## src/rtl/main_memoria.sv

```systemverilog
// Point recorder/player: records up to 16 {x,y} points, then plays them back on request.
// Optional macro MAIN_MEMORIA_SYNC_EN adds a 2-flop synchronizer on all control inputs.
module main_memoria (
    input  logic       clock,
    input  logic       reset_n,
    input  logic       iniciar_detener,
    input  logic       pausar_reaundar,
    input  logic       cancelar,
    input  logic       cortar,
    input  logic [5:0] x_sensor,
    input  logic [5:0] y_sensor,
    input  logic       guardar_xy,
    input  logic       dato_siguiente,
    output logic [5:0] x_salida,
    output logic [5:0] y_salida,
    output logic       cortando,
    output logic [3:0] estado_actual
);

    typedef enum logic [3:0] {
        IDLE   = 4'd0,
        RECORD = 4'd1,
        CUT    = 4'd2,
        PAUSE  = 4'd3,
        DONE   = 4'd4
    } state_t;

    state_t      state_q, state_d;
    logic [4:0]  count_q, count_d;
    logic [3:0]  wr_ptr_q, wr_ptr_d;
    logic [3:0]  rd_ptr_q, rd_ptr_d;
    logic [5:0]  x_q, x_d;
    logic [5:0]  y_q, y_d;
    logic        cortando_q, cortando_d;
    logic        wr_en;
    logic [11:0] mem_q [16];

    logic [5:0]  ctrl_in;
    logic [5:0]  ctrl_s;
    logic [5:0]  prev_q;
    logic [5:0]  edges;
    logic        ev_cancel, ev_start, ev_pause, ev_cut, ev_save, ev_next;

    // Bit order doubles as priority order: highest bit wins.
    assign ctrl_in = {cancelar, iniciar_detener, pausar_reaundar, cortar, guardar_xy, dato_siguiente};

`ifdef MAIN_MEMORIA_SYNC_EN
    logic [5:0] sync1_q, sync2_q;

    always_ff @(posedge clock or negedge reset_n) begin
        if (!reset_n) begin
            sync1_q <= '0;
            sync2_q <= '0;
        end else begin
            sync1_q <= ctrl_in;
            sync2_q <= sync1_q;
        end
    end

    assign ctrl_s = sync2_q;
`else
    assign ctrl_s = ctrl_in;
`endif

    always_ff @(posedge clock or negedge reset_n) begin
        if (!reset_n) begin
            prev_q <= '0;
        end else begin
            prev_q <= ctrl_s;
        end
    end

    assign edges = ctrl_s & ~prev_q;

    always_comb begin
        ev_cancel = 1'b0;
        ev_start  = 1'b0;
        ev_pause  = 1'b0;
        ev_cut    = 1'b0;
        ev_save   = 1'b0;
        ev_next   = 1'b0;
        if (edges[5]) begin
            ev_cancel = 1'b1;
        end else if (edges[4]) begin
            ev_start = 1'b1;
        end else if (edges[3]) begin
            ev_pause = 1'b1;
        end else if (edges[2]) begin
            ev_cut = 1'b1;
        end else begin
            ev_save = edges[1];
            ev_next = edges[0];
        end
    end

    always_comb begin
        state_d    = state_q;
        count_d    = count_q;
        wr_ptr_d   = wr_ptr_q;
        rd_ptr_d   = rd_ptr_q;
        wr_en      = 1'b0;
        x_d        = x_q;
        y_d        = y_q;
        cortando_d = 1'b0;

        if (ev_cancel) begin
            state_d  = IDLE;
            count_d  = '0;
            wr_ptr_d = '0;
            rd_ptr_d = '0;
        end else begin
            case (state_q)
                IDLE: begin
                    if (ev_start) begin
                        state_d  = RECORD;
                        count_d  = '0;
                        wr_ptr_d = '0;
                    end
                end
                RECORD: begin
                    if (ev_start) begin
                        state_d = IDLE;
                    end else if (ev_cut) begin
                        if (count_q != 5'd0) begin
                            state_d  = CUT;
                            rd_ptr_d = '0;
                        end
                    end else if (ev_save && (count_q < 5'd16)) begin
                        wr_en    = 1'b1;
                        wr_ptr_d = wr_ptr_q + 4'd1;
                        count_d  = count_q + 5'd1;
                    end
                end
                CUT: begin
                    if (ev_start) begin
                        state_d = IDLE;
                    end else if (ev_pause) begin
                        state_d = PAUSE;
                    end else if (ev_next) begin
                        if (({1'b0, rd_ptr_q} + 5'd1) < count_q) begin
                            rd_ptr_d = rd_ptr_q + 4'd1;
                        end else begin
                            state_d = DONE;
                        end
                    end
                end
                PAUSE: begin
                    if (ev_start) begin
                        state_d = IDLE;
                    end else if (ev_pause) begin
                        state_d = CUT;
                    end
                end
                DONE: begin
                    if (ev_start) begin
                        state_d = IDLE;
                    end else if (ev_cut) begin
                        state_d  = CUT;
                        rd_ptr_d = '0;
                    end
                end
                default: begin
                    state_d = IDLE;
                end
            endcase
        end

        // Outputs follow the state being entered so they appear right after the edge.
        case (state_d)
            IDLE, RECORD: begin
                x_d = '0;
                y_d = '0;
            end
            CUT: begin
                {x_d, y_d} = mem_q[rd_ptr_d];
                cortando_d = 1'b1;
            end
            default: begin
                x_d = x_q;
                y_d = y_q;
            end
        endcase
    end

    always_ff @(posedge clock or negedge reset_n) begin
        if (!reset_n) begin
            state_q    <= IDLE;
            count_q    <= '0;
            wr_ptr_q   <= '0;
            rd_ptr_q   <= '0;
            x_q        <= '0;
            y_q        <= '0;
            cortando_q <= 1'b0;
        end else begin
            state_q    <= state_d;
            count_q    <= count_d;
            wr_ptr_q   <= wr_ptr_d;
            rd_ptr_q   <= rd_ptr_d;
            x_q        <= x_d;
            y_q        <= y_d;
            cortando_q <= cortando_d;
        end
    end

    // Point storage has no reset so it can map onto plain RAM.
    always_ff @(posedge clock) begin
        if (wr_en) begin
            mem_q[wr_ptr_q] <= {x_sensor, y_sensor};
        end
    end

    assign x_salida      = x_q;
    assign y_salida      = y_q;
    assign cortando      = cortando_q;
    assign estado_actual = state_q;

endmodule

```

## config.mk

```make
export PLATFORM = sky130hd
export DESIGN_NAME = main_memoria
export DESIGN_NICKNAME = d
export VERILOG_FILES = /design/src/rtl/main_memoria.sv
export SDC_FILE = /design/constraint.sdc
export NUM_CORES = 1
export LEC_CHECK = 0
export CORE_MARGIN = 1.5
export CORE_UTILIZATION = 55
export CTS_CLUSTER_SIZE = 24
export DETAILED_ROUTE_END_ITERATION = 7
export PLACE_DENSITY = 0.7
export SYNTH_ARGS = -nofsm -noshare
export SYNTH_HDL_FRONTEND = slang
export SYNTH_SLANG_ARGS = --single-unit
```

## constraint.sdc

```tcl
create_clock -name clock -period 9.4 [get_ports clock]
set_clock_uncertainty 0.2 [all_clocks]
set_input_delay 0.94 -clock clock [delete_from_list [all_inputs] [get_ports clock]]
set_output_delay 0.94 -clock clock [all_outputs]
set_load 0.005 [all_outputs]
```

; After elaboration in Yosys (flattened, before gate mapping)
; Memory sizes are Yosys's and may differ from the RTL's.
; Cells that the tools add are included.
[op_classes]
bitwise = 2
reduce_logical = 8
eq_ne = 10
add_sub_neg = 4
n_mux = 65
order_cmp = 2
[ops]
columns = cell, count
row1 = $mux 4, 28
row2 = $mux 1, 26
row3 = $mux 5, 5
row4 = $pmux 6 s2, 2
row5 = $pmux 4 s5, 1
row6 = $eq 4x2->1 const B, 3
row7 = $ne 3x3->1 const B, 4
row8 = $pmux 4 s3, 1
row9 = $pmux 5 s2, 1
row10 = $add 4x1->4 const B, 2
row11 = $eq 4x1->1 const B, 2
row12 = $logic_not 4->1, 2
row13 = $pmux 4 s2, 1
row14 = $and 6x6->6, 1
row15 = $not 6->6, 1
row16 = $add 4x1->5 const B, 1
row17 = $add 5x1->5 const B, 1
row18 = $lt 5x5->1, 1
row19 = $lt 5x5->1 const B, 1
row20 = $reduce_and 5->1, 1
row21 = $reduce_bool 5->1, 1
row22 = $eq 4x3->1 const B, 1
row23 = $reduce_bool 3->1, 1
row24 = $reduce_bool 2->1, 1
row25 = 2 further kinds, 2
[totals]
n_memories = 1
output_inout_bits = 17
reg_bits = 36
elab_cells = 100
mem_bits_rw = 192
[mem_list]
columns = name, depth, width, read_ports, rd_clocked_by_memory_dff, wr, line_no
row1 = mem_q, 16, 12, 1, 0, 1, 36  ; logic [11:0] mem_q [16];

; Depth between registers and ports, before layout
; Gate-level depths: netlist of the first run.
[logic_depth]
depth_word = 14
mapped_depth = 15

; Least setup slack after synthesis of the first run
; No wires, ideal clock.
[synth_timing]
path_kind = input port to flip-flop
startpoint = input cancelar
endpoint = register x_q[2] (netlist: x_salida[2])
slack_ns = 6.036
setup_ns = 0.124
t_arrival_ns = 3.040
n_path_buf = 1
cell_stages = 10
path_cell_list = nor2b_1 nor4_4 and3b_1 a21oi_1 o22ai_2 buf_2 mux2i_1 a22oi_1 a32o_1 a211o_1
[synth_via]
elab_chain_cells = 10
elab_cells_between_ends = 34
[synth_rtl]
columns = element, line_no
row1 = "start, declared", 8  ; input logic cancelar,
row2 = $and 6x6->6 *, 73  ; assign edges = ctrl_s & ~prev_q;
row3 = "parallel branches: the longest is 9 deep, another holds $mem_v2 16x12", n/a
row4 = "end signal, assigned", 191  ; x_q <= '0;
row5 = "end signal, assigned", 199  ; x_q <= x_d;
row6 = "end, declared", 32  ; logic [5:0] x_q, x_d;
; Every way passes the cells marked *.
; A chain may end at the register's enable or synchronous reset.

; Worst setup path after layout of the first run
[layout_timing]
startpoint = register rd_ptr_q[0]
endpoint = register y_q[4] (netlist: y_salida[4])
[layout_via]
elab_chain_cells = 11
elab_cells_between_ends = 27
[layout_rtl]
columns = element, line_no
row1 = "start, declared", 31  ; logic [3:0] rd_ptr_q, rd_ptr_d;
row2 = "start signal, assigned", 198  ; rd_ptr_q <= rd_ptr_d;
row3 = "parallel branches: the longest is 11 deep, another holds $mem_v2 16x12", n/a
row4 = "end signal, assigned", 200  ; y_q <= y_d;
row5 = "end, declared", 33  ; logic [5:0] y_q, y_d;
; Parallel ways; which one is timed is not known.

==> results.toml, run 1 <==
[outcome]
status = "completed"

[route]
postRouteAntennaNets = 0
drt-total-wl_um = 20900
firstDrtPassIters = 5
drt_iter0_markers = 724
wl_per_cell_um = 22.3
num_vias = 5738
drc = 0
via_per_inst = 6.12

[sta]
fin_crit_ns = 4.72
hold_violations = 0
drv_slew = 0
tightest_slew_ns = 1.05
setup_tns_ns = 0
fmax_mhz = 212
post-route-period-util_pct = 50.3
slew_headroom_pct = 29.7
setup_viol = 0
rsz0062_at_grt = "false"

[placed_design]
placed_cells = 894
post-dp-hpwl_um = 13000
portBuffers = 36
place_area_um2 = 9950
gp_congestion = 0.887

[critical_path]
r2r-start = "rd_ptr_q[0]"
r2r_setup_slack_ns = 4.68
cp_max_fo = 73
required_ns = 9.66
worstReg2RegEnd = "y_salida[4]"
cp-start-kind = "register"
endpoint = "y_salida[4]"
endpoint_kind = "register"
crit_path_start = "rd_ptr_q[0]"
crit_arrival_ns = 4.98
criticalPathCategory = "register to register"
rr_worst_depth = 14

[yosys]
synthMostInstantiatedCell = "edfxtp_1"
syn_area_um2 = 9470
synth_nets = 695
syn_inst = 664
synth_commonest_cells = "edfxtp_1 (192), nand2_1 (113), mux2i_1 (39)"
ys_ff_latch = 228
synthFlopType = "edfxtp_1"
yosysSeqAreaShare_pct = 70.4
synth_edf_count = 192
synthArstFlopShare_pct = 15.8
ys_types = 68
avgSynthCellArea_um2 = 14.3
ys_warn_count = 0
yosys.area.top_type = "edfxtp_1"
synth_area_leaders = "edfxtp_1 (61%), dfrtp_1 (9.5%), nand2_1 (4.5%), mux2i_1 (4.1%), a21oi_1 (1.8%)"
synth.top_cell.area_share_pct = 60.9

[global_routing]
grt_pass1_wl_um = 32700
antenna_found_initial = 0
overflow = 0
grt_start_max_net_pins = 74
grt_pass1_vias = 5528
grt_usage_pct = 24.0

[clock_network]
post_cts_buffers = 0
cts_tree = "yes"
root_buffer = "clkbuf_16"
ctsHoldBuffers = 0
cts_resized = 0
clk_pin_slew_worst_paths_ns = 0.06
cts_made_buffers = 24
clock_sinks = 228
cts_htree_levels = 1
clkLatencyLatePin_ns = 0.52
ctsLongestPathBuffers = 3

[layout]
final_net_count = 731
area_growth_pct = 12.7
final_layout_size_suffix_gt1_share_pct = 7.66
fin_cells = 938
antenna_cells = 0
final_cell_area_um2 = 10700

[power_and_ir_drop]
netSwitchingPower_mw = 0.395
pwr-share-seq_pct = 55.0
power_frac_clock_pct = 43.3
internal-power_mw = 1.61
switching_share_pct = 19.7
irDropWorstVdd_mv = 0.146
powerDensity_nw_per_um2 = 188
power.share.combinational_pct = 1.8
cellLeakagePower_nw = 3.95

[floorplanning]
die-area_um2 = 18000
ios = 37
die_w_um = 134
dieHeight_um = 134
start_util_pct = 56.7
core-area_um2 = 16700
rows = 47

[worst_hold_path]
hold_path_class = "register to register"

[run]
maxCapViolCount = 0
-- per-stage QoR --
step / hold WS [ns] / utilization [%] / total power [mW] / worst slack, ns
final: 0.312 / 63.9 / 2.00 / 4.68
after global routing: 0.340 / 63.9 / 2.06 / 4.33
after CTS: 0.317 / 63.9 / 2.01 / 4.80
after detailed placement: 0.299 / 59.6 / 1.16 / 4.45
after global placement: 0.288 / 59.6 / 1.15 / 4.55
after floorplan: 0.281 / - / 1.13 / 6.04
-- final cells by class --
cell class | instances | area, µm²
flip-flops and latches | 228 | 6670
fillers | 1206 | 6030
multi-input cells | 396 | 2580
clock buffers | 32 | 631
repair buffers | 41 | 393
well taps | 220 | 275
clock inverters | 12 | 90.1
inverters | 9 | 36.3
-- placed cells by master (no fill, tap or decap), types with 13 or more instances in the layout --
master	n
edfxtp_1	192
nand2_1	113
mux2i_1	39
dfrtp_1	36
a21oi_1	35
clkdlybuf4s50_1	35
nand3_1	31
clkbuf_16	24
a32oi_1	17
nor2_1	16
and2_1	13
-- logic make-up (layout without fill, tap and decap cells) --
logic type	Yosys count	in the layout	synth area share [%]
AOI/OAI and AO/OA	116	116	9.20
xor gates and xnor gates	6	6	0.555
adders and majority gates	12	12	1.57
buffers and inverters	40	94	2.38
DFF	228	228	70.4
muxes	40	40	4.24
other	1	1	0.0396
and+or+nand+nor	221	221	11.6
-- worst min path at each step --
| stage | from | endpoint | slack, ns | cells after the start |
|---|---|---|---|---|
| 3_5_place_dp | y_salida[4] | y_salida[4] | 0.30 | 2 |
| 3_3_place_gp | x_salida[4] | x_salida[4] | 0.29 | 2 |
| 6_report | y_salida[4] | y_salida[4] | 0.31 | 2 |
| 4_1_cts | y_salida[4] | y_salida[4] | 0.32 | 2 |
| 2_1_floorplan | x_salida[0] | x_salida[0] | 0.28 | 2 |
| 5_1_grt | y_salida[4] | y_salida[4] | 0.34 | 2 |
-- worst max-delay path, cell delays in order, from the launching register on --
cell and delay, ns:
dfrtp_1 0.49, ha_1 0.28, xor2_1 0.20, ha_1 0.27
a21o_1 0.16, a31oi_1 0.19, o21a_1 0.31, a211oi_1 0.16
nor3_4 0.18, buf_4 0.56, inv_4 0.50, mux2i_1 0.23
a222oi_1 0.58, a32oi_1 0.18, nand2_1 0.11
-- power by group through the flow --
| stage | Combinational, mW | Sequential, mW | Clock, mW |
|---|---|---|---|
| CTS | 0.0353 | 1.10 | 0.877 |
| floorplan | 0.00882 | 1.12 | 0 |
| finish | 0.0353 | 1.10 | 0.867 |
| detailed placement | 0.0350 | 1.12 | 0 |
| global placement | 0.0331 | 1.12 | 0 |
| global route | 0.0388 | 1.10 | 0.917 |
-- sequential cells by signal, summed over array words and instances (netlist names) --
name,count
y_salida,6
count_q,5
prev_q,6
wr_ptr_q,4
mem_q,192
x_salida,6
estado_actual,4
cortando,1
rd_ptr_q,4
-- per-layer routing --
layer	GRT usage [%]	share of wire, %	vias to the layer above
met2	36.3	46	270
met4	7.11	2.5	0
met5	0	0	-
met1	36.1	43	2824
li1	-	-	2604
met3	4.08	8.7	40
Power figures use the tool's default switching activity.
==> run 2, diff against run 1 <==
- clock period: 9.4 -> 4.8 ns (I/O delays scaled with it)
==> run 2 against run 1 <==
Against the previous run:
- final cell count is 0.75% higher
- sequential power grew 96%
- register-to-register slack worse by 4.0 ns
- wire length decreased by 2.9%
- maximum frequency grew 16%
- final area grew 0.83%
- non-clock buffer count grew 7
- largest cell class unchanged
- critical endpoint is now y_salida[0]
- worst hold slack got worse by 0.053 ns
==> results.toml, run 2 (synthesis results as in run 1) <==
[critical_path]
endpoint_kind = "register"
crit_slowest_cell = "and2_1"
cp_max_fo = 14
crit_chain = "ha_1 > xor2_1 > ha_1 > a21o_1 > a31oi_1 > o21ai_0 > nor2_1 > o211ai_2 > and2_1 > a32oi_1 > a32o_1 > a211o_1"
r2r-start = "rd_ptr_q[0]"
path_buf_inv = 0
crit_cells = 12
r2r_setup_slack_ns = 0.72
criticalPathCategory = "register to register"
worstReg2RegEnd = "y_salida[0]"
required_ns = 4.97
critPathMostFrequentCell = "ha_1"
cp-start-kind = "register"
endpoint = "y_salida[0]"
rr_worst_depth = 12
critPathTopFamily = "compound AO/OA/AOI/OAI gates"
crit_arrival_ns = 4.25
crit_path_start = "rd_ptr_q[0]"
max_stage_delay_ns = 0.63

[layout]
final_cell_mix = "edfxtp_1 (192), nand2_1 (113), mux2i_1 (39)"
largest_reg_flops = 192
fill_cells = 1233
max_flop_register = "mem_q"
final_layout_size_suffix_gt1_share_pct = 8.97
final_net_count = 738
final_common_cell = "edfxtp_1"
area_growth_pct = 13.6
postLayoutCoreUtil_pct = 64.4
antenna_cells = 0

[power_and_ir_drop]
total_power_mw = 3.97
internal-power_mw = 3.21
power.share.combinational_pct = 1.7
pwr-share-seq_pct = 54.3
netSwitchingPower_mw = 0.767
irDropWorstVdd_mv = 0.302
switching_share_pct = 19.3
power_frac_clock_pct = 44.0
cellLeakagePower_nw = 4.00
powerDensity_nw_per_um2 = 369

[sta]
slew_headroom_pct = 41.4
rsz0062_at_grt = "false"
hold_violations = 0
fin_crit_ns = 4.08
tightest_slew_ns = 0.880
setup_viol = 0
post-route-period-util_pct = 85.1
fmax_mhz = 245
setup_tns_ns = 0
drv_slew = 0
holdWs_ns = 0.259

[clock_network]
cts_resized = 0
cts_htree_levels = 1
cts_tree = "yes"
clk_pin_slew_worst_paths_ns = 0.06
cts_made_buffers = 24
post_cts_buffers = 0
ctsLongestPathBuffers = 3
clkLatencyLatePin_ns = 0.50
root_buffer = "clkbuf_16"
ctsHoldBuffers = 1
clock_sinks = 228

[global_routing]
grt_start_max_net_pins = 58
antenna_found_initial = 0
overflow = 0
grt_pass1_wl_um = 31600
grt_usage_pct = 23.0
grt_pass1_vias = 5570

[floorplanning]
dieHeight_um = 134
rows = 47
die-area_um2 = 18000
start_util_pct = 56.7
ios = 37
core-area_um2 = 16700
die_w_um = 134

[outcome]
status = "completed"

[route]
drt-total-wl_um = 20300
postRouteAntennaNets = 0
num_vias = 5756
drt_iter0_markers = 664
firstDrtPassIters = 6
wl_per_cell_um = 21.5
via_per_inst = 6.09
drc = 0

[placed_design]
gp_congestion = 0.902
portBuffers = 36
post-dp-hpwl_um = 13000

[run]
maxCapViolCount = 0

[worst_hold_path]
hold_path_class = "primary input to register"
run 2: final cells by class:
| cell class | instances | area, µm² | share of cell area (%) |
|---|---|---|---|
| Clock buffer | 31 | 668 | 6.21 |
| Clock inverter | 13 | 86.3 | 0.802 |
| Inverter | 9 | 36.3 | 0.337 |
| Multi-Input combinational cell | 396 | 2580 | 24.0 |
| Sequential cell | 228 | 6670 | 62.0 |
| Tap cell | 220 | 275 | 2.56 |
| Timing Repair Buffer | 48 | 448 | 4.16 |
run 2: worst min-delay path by stage:
stage,end,slack [ns],depth (start not counted),startpoint
after floorplan,cortando,-0.02,0,reset_n
after global routing,prev_q[4],0.28,1,iniciar_detener
final,prev_q[2],0.26,1,cortar
after detailed placement,x_salida[3],0.30,2,x_salida[3]
after CTS,prev_q[4],0.26,1,iniciar_detener
after global placement,x_salida[0],0.30,2,x_salida[0]
run 2: worst reg2reg max path, cell delays in order, from the launching register on:
cell and delay (ns):
dfrtp_1 0.46, ha_1 0.28, xor2_1 0.17, ha_1 0.31
a21o_1 0.11, a31oi_1 0.05, o21ai_0 0.38, nor2_1 0.17
o211ai_2 0.35, and2_1 0.63, a32oi_1 0.21, a32o_1 0.36
a211o_1 0.29
run 2: through the flow:
stage,area (µm²),cells,worst slack [ns]
after floorplan,9470,664,1.48
after global placement,9990,900,0.797
after detailed placement,9990,900,0.780
after CTS,10800,945,0.755
after global routing,10800,945,0.428
final,10800,945,0.715
run 2: per-layer routing:
layer | GRT usage, % | vias up | share of wire [%]
met1 | 35.4 | 2881 | 45
met3 | 2.83 | 35 | 6.6
met2 | 35.1 | 235 | 46
li1 | - | 2605 | -
met5 | 0 | - | 0
met4 | 6.09 | 0 | 2.3
run 2: power by group through the flow:
stage	clock (mW)	combinational, mW	sequential (mW)
after floorplan	0	0.0173	2.20
after global placement	0	0.0654	2.20
after detailed placement	0	0.0680	2.20
after CTS	1.76	0.0692	2.16
after global routing	1.83	0.0757	2.16
final	1.75	0.0691	2.16
==> run 3, diff against run 2 <==
- SETUP_SLACK_MARGIN: unset -> 0.05
==> results of run 3 <==
No change in the layout: final DEF, timing and power equal those of run 2.
